==> src/rtl/mem_interface.sv <==
// Memory interface: MAR/MBR staging plus a request/acknowledge handshake with a
// bounded wait; a missing acknowledge ends in a sticky error and all-ones read data.
module mem_interface #(
    parameter int DW      = 8,
    parameter int AW      = 8,
    parameter int TIMEOUT = 15
) (
    input  logic          clk,
    input  logic          reset_n,
    input  logic [DW-1:0] bus_in,
    input  logic          mar_in,
    input  logic          mbr_in,
    input  logic          mbr_out,
    input  logic          rnw,
    input  logic          wmfc,
    input  logic          mem_ack,
    input  logic [DW-1:0] mem_rdata,
    output logic [AW-1:0] mem_addr,
    output logic [DW-1:0] mem_wdata,
    output logic          mem_req,
    output logic          mem_we,
    output logic [DW-1:0] bus_out,
    output logic          bus_oe,
    output logic          mfc,
    output logic          stall,
    output logic          err
);

    localparam int CW = (TIMEOUT > 1) ? $clog2(TIMEOUT) : 1;

    typedef enum logic [1:0] {
        S_IDLE   = 2'd0,
        S_ACCESS = 2'd1,
        S_DONE   = 2'd2,
        S_ERR    = 2'd3
    } state_t;

    state_t          r_state;
    state_t          w_next;
    logic [AW-1:0]   r_mar;
    logic [DW-1:0]   r_mbr;
    logic            r_op;
    logic [CW-1:0]   r_cnt;
    logic            r_err;
    logic            w_timeout;

    assign w_timeout = (r_cnt == CW'(TIMEOUT - 1));

    always_ff @(posedge clk) begin
        if (!reset_n) begin
            r_state <= S_IDLE;
        end else begin
            r_state <= w_next;
        end
    end

    // An acknowledge on the last allowed wait cycle still completes normally.
    always_comb begin
        w_next = r_state;
        case (r_state)
            S_IDLE: begin
                if (wmfc) begin
                    w_next = S_ACCESS;
                end
            end
            S_ACCESS: begin
                if (mem_ack) begin
                    w_next = S_DONE;
                end else if (w_timeout) begin
                    w_next = S_ERR;
                end
            end
            S_DONE:  w_next = S_IDLE;
            S_ERR:   w_next = S_IDLE;
            default: w_next = S_IDLE;
        endcase
    end

    always_comb begin
        mem_addr  = r_mar;
        mem_wdata = r_mbr;
        mem_req   = 1'b0;
        mem_we    = 1'b0;
        stall     = 1'b0;
        mfc       = 1'b0;
        bus_oe    = mbr_out;
        bus_out   = mbr_out ? r_mbr : '0;
        err       = r_err;
        case (r_state)
            S_ACCESS: begin
                mem_req = 1'b1;
                mem_we  = ~r_op;
                stall   = 1'b1;
            end
            S_DONE:  mfc = 1'b1;
            S_ERR:   mfc = 1'b1;
            default: ;
        endcase
    end

    // MAR/MBR only accept bus loads in IDLE so they stay stable for a transaction.
    always_ff @(posedge clk) begin
        if (!reset_n) begin
            r_mar <= '0;
            r_mbr <= '0;
            r_op  <= 1'b1;
            r_cnt <= '0;
            r_err <= 1'b0;
        end else begin
            case (r_state)
                S_IDLE: begin
                    if (mar_in) begin
                        r_mar <= bus_in[AW-1:0];
                    end
                    if (mbr_in) begin
                        r_mbr <= bus_in;
                    end
                    if (wmfc) begin
                        r_op  <= rnw;
                        r_cnt <= '0;
                    end
                end
                S_ACCESS: begin
                    if (mem_ack) begin
                        if (r_op) begin
                            r_mbr <= mem_rdata;
                        end
                    end else if (!w_timeout) begin
                        r_cnt <= r_cnt + CW'(1);
                    end
                end
                S_ERR: begin
                    r_err <= 1'b1;
                    if (r_op) begin
                        r_mbr <= '1;
                    end
                end
                default: ;
            endcase
        end
    end

endmodule
==> config.mk <==
export PLATFORM = sky130hd
export DESIGN_NAME = mem_interface
export DESIGN_NICKNAME = d
export VERILOG_FILES = /design/src/rtl/mem_interface.sv
export SDC_FILE = /design/constraint.sdc
export NUM_CORES = 1
export LEC_CHECK = 0
export ABC_AREA = 1
export BUFFER_PORTS_ARGS = -buffer_cell sky130_fd_sc_hd__buf_2
export CAP_MARGIN = 20
export CORE_UTILIZATION = 47
export DETAILED_ROUTE_END_ITERATION = 10
export PLACE_DENSITY = 0.8
export SLEW_MARGIN = 15
export SYNTH_ARGS = -nofsm -noshare
export SYNTH_HDL_FRONTEND = slang
export SYNTH_SLANG_ARGS = --single-unit
==> constraint.sdc <==
create_clock -name clk -period 1.4 [get_ports clk]
set_input_delay 0.28 -clock clk [delete_from_list [all_inputs] [get_ports clk]]
set_output_delay 0.28 -clock clk [all_outputs]
set_load 0.1 [all_outputs]
==> impl_metrics.yaml <==
critical_path:
  rr_worst_depth: 9
  endpoint: "mem_req"
  rrSetupSlack_ps: 30
  critical_path_class: "reg -> out"
  worst_path_max_delay_cell: "dfxtp_4"
  required_ps: 1120
  critPathMaxStageDelay_ps: 410
  worstPathMaxFanout: 4
  critPathCaptureType: "output pin"
  crit_chain: "inv_6 > nand2_8 > clkinvlp_4 > buf_12"
  r2r_end: "r_cnt[3]"
  cp-startpoint: "r_state[1]"
  r2r-start: "r_state[0]"
  cp-start-kind: "flip-flop"
  crit_arrival_ps: 1190
clock_network:
  cts_buffer_depth: 2
  cts_max_level: 1
  clk_latency_ps: 330
  cts_hold_buf: 0
  root_buffer: "clkbuf_4"
  cts_tree: "done"
  cts_num_sinks: 24
  numCtsBuffers: 3
  clk_pin_slew_ps: 130
grt:
  track_usage_pct: 22.53
  grt_overflow_total: 0
  grt_pass1_wl_microns: 4705
  antenna_found_initial: 0
  first_global_vias: 1102
  grt_max_degree: 18
timing:
  fin_crit_sh_pct: 105.2
  clock_skew_ps: 3.348
  rsz0062_at_grt: "true"
  slew_viol_final: 0
  setup_viol: 4
  slew_headroom_pct: 67.61
  finalCriticalPeriod_ps: 1473
  max_freq_mhz: 678.9
  fin_ws_ps: -72.93
  worst_pin_slew_ps: 489.2
  hold_violations: 0
power_and_ir_drop:
  p_leak_nw: 0.9336
  powerDensity_nw_per_um2: 1220
  vdd_ir_drop_max_uv: 1072
  p_total_mw: 2.361
floorplanning:
  die_h_microns: 54.19
  initial_core_util_pct: 50.74
  fp.dieW_microns: 54.19
  boundaryPins: 54
  dieArea_sq_um: 2936
  fp.coreArea_sq_um: 2522
  rows: 18
logic_synthesis:
  synth-xor-area-share_pct: 0
  synth_area_per_cell_sq_um: 6.737
  synth_top_family_by_area: "simple AND/OR/NAND/NOR gates"
  ys_ff_latch: 24
  synth_adder_area_share_pct: 1.955
  netlist.top_cell.by_area: "dfxtp_1"
  synth_compound_area_share_pct: 11.44
  synth_fp_nets: 216
  synthSimpleGateAreaFrac_pct: 32.16
  synth_area_leaders: "dfxtp_1 (38%), nand2_1 (13%), inv_1 (9.7%)"
  yosysTopAreaCellShare_pct: 37.54
  syn_inst: 190
  post_synth_num_cell_types: 24
  yosys_warnings: 0
  muxShareOfSynthArea_pct: 0
  syn_area_sq_um: 1280
  seq_area_frac_synth_pct: 37.54
job:
  max-cap-violations: 0
placed_design:
  post-place-ws_ps: 35.59
  hpwlAfterDp_microns: 2277
  place_inst: 265
  io_buffer_count: 53
  place.gp.congestion: 0.7457
cells_and_area:
  post-route-util_pct: 76.74
  syn_to_final_growth_pct: 51.22
  insertedDiodeCount: 0
  layout_common_cells: "nand2_1 (42), nor2_1 (29), inv_1 (24), buf_2 (24), clkbuf_4 (19)"
  layout_commonest_cell: "nand2_1"
  instances_no_fill: 276
  finalNetCount: 273
  layout-drive-gt1-share_pct: 40.24
  fillCellCount: 186
detailed_routing:
  wl_microns: 3169
  via_per_inst: 4.931
  wl_per_cell_microns: 11.48
  drtPass1Iterations: 4
  drt-initial-drc-count: 34
  dr_total_vias: 1361
  ant_nets: 0
  drc: 0
run_status:
  violations: "negative setup slack"
  status: "finished with violations"
worst_hold_path:
  hold_path_class: "in -> reg"
[timing repair]
item	4_1_cts	5_1_grt
gates resized for setup	5	22
buffers inserted	3	4
endpoints found under the setup margin	6	31
pin swaps	1	3
[power breakdown]
| group | internal, mW | total [mW] | switching, mW |
|---|---|---|---|
| Clock | 0.159 | 0.374 | 0.214 |
| Combinational | 0.314 | 1.18 | 0.868 |
| Sequential | 0.755 | 0.806 | 0.0507 |
| Total | 1.23 | 2.36 | 1.13 |
[how the worst min path moves through the flow]
stage | start | depth (start not counted) | endpoint | slack (ps)
after global routing | reset_n | 2 | r_op | 160
after global placement | err | 2 | err | 460
after floorplan | bus_in[6] | 2 | mem_addr[6] | 420
after CTS | reset_n | 2 | r_op | 190
final | reset_n | 2 | r_op | 180
after detailed placement | err | 2 | err | 470
[per-layer routing]
metal	share of wire [%]	vias to the layer above	track usage (%)
li1	-	685	-
met1	40	619	26.84
met2	52	51	38.82
met3	5.8	6	4.237
met4	1.5	0	9.829
met5	0	-	0
[kinds of logic (layout without fill, tap and decap cells)]
group,after synthesis,in the layout
adders and majority gates,2,2
AOI/OAI and AO/OA,28,28
DFF,24,24
buffers and inverters,45,101
and+or+nand+nor,91,91
[Yosys cell counts (all sizes together)]
library cell / number
a21oi: 18
a31oi: 1
buf: 7
clkbuf: 3
dfxtp: 24
ha: 2
inv: 35
nand2: 48
nand3: 8
nand4: 1
nor2: 32
nor3: 2
o21ai: 8
o22a: 1
[sequential cells by signal, summed over array words and instances, names as in the netlist]
signal / cells
mem_addr: 8
mem_wdata: 8
r_cnt: 4
r_state: 2
err: 1
r_op: 1
[critical path: cells and delay by family (launching register included)]
family        cells  cell delay [ps]
buf+inv           3              380
simple gates      1               70
flops             1              410
[layout make-up]
| class | count | area (sq um) | share of cell area (%) |
|---|---|---|---|
| inverters | 35 | 175.2 | 9.050 |
| well taps | 30 | 37.54 | 1.939 |
| multi-input cells | 121 | 609.3 | 31.48 |
| clock buffers | 4 | 36.28 | 1.875 |
| repair buffers | 62 | 559.3 | 28.89 |
| flip-flops and latches | 24 | 518.0 | 26.76 |
[stage by stage]
stage	hold slack (ps)	TNS (ps)	cell area, sq um
2_1_floorplan	421.7	-197.4	1376
3_3_place_gp	459.6	0	1778
3_5_place_dp	467.9	0	1778
4_1_cts	189.4	-153.0	1854
5_1_grt	164.3	-704.9	1936
6_report	177.7	-238.8	1936
Note: power is estimated with default switching activity, not from simulation.
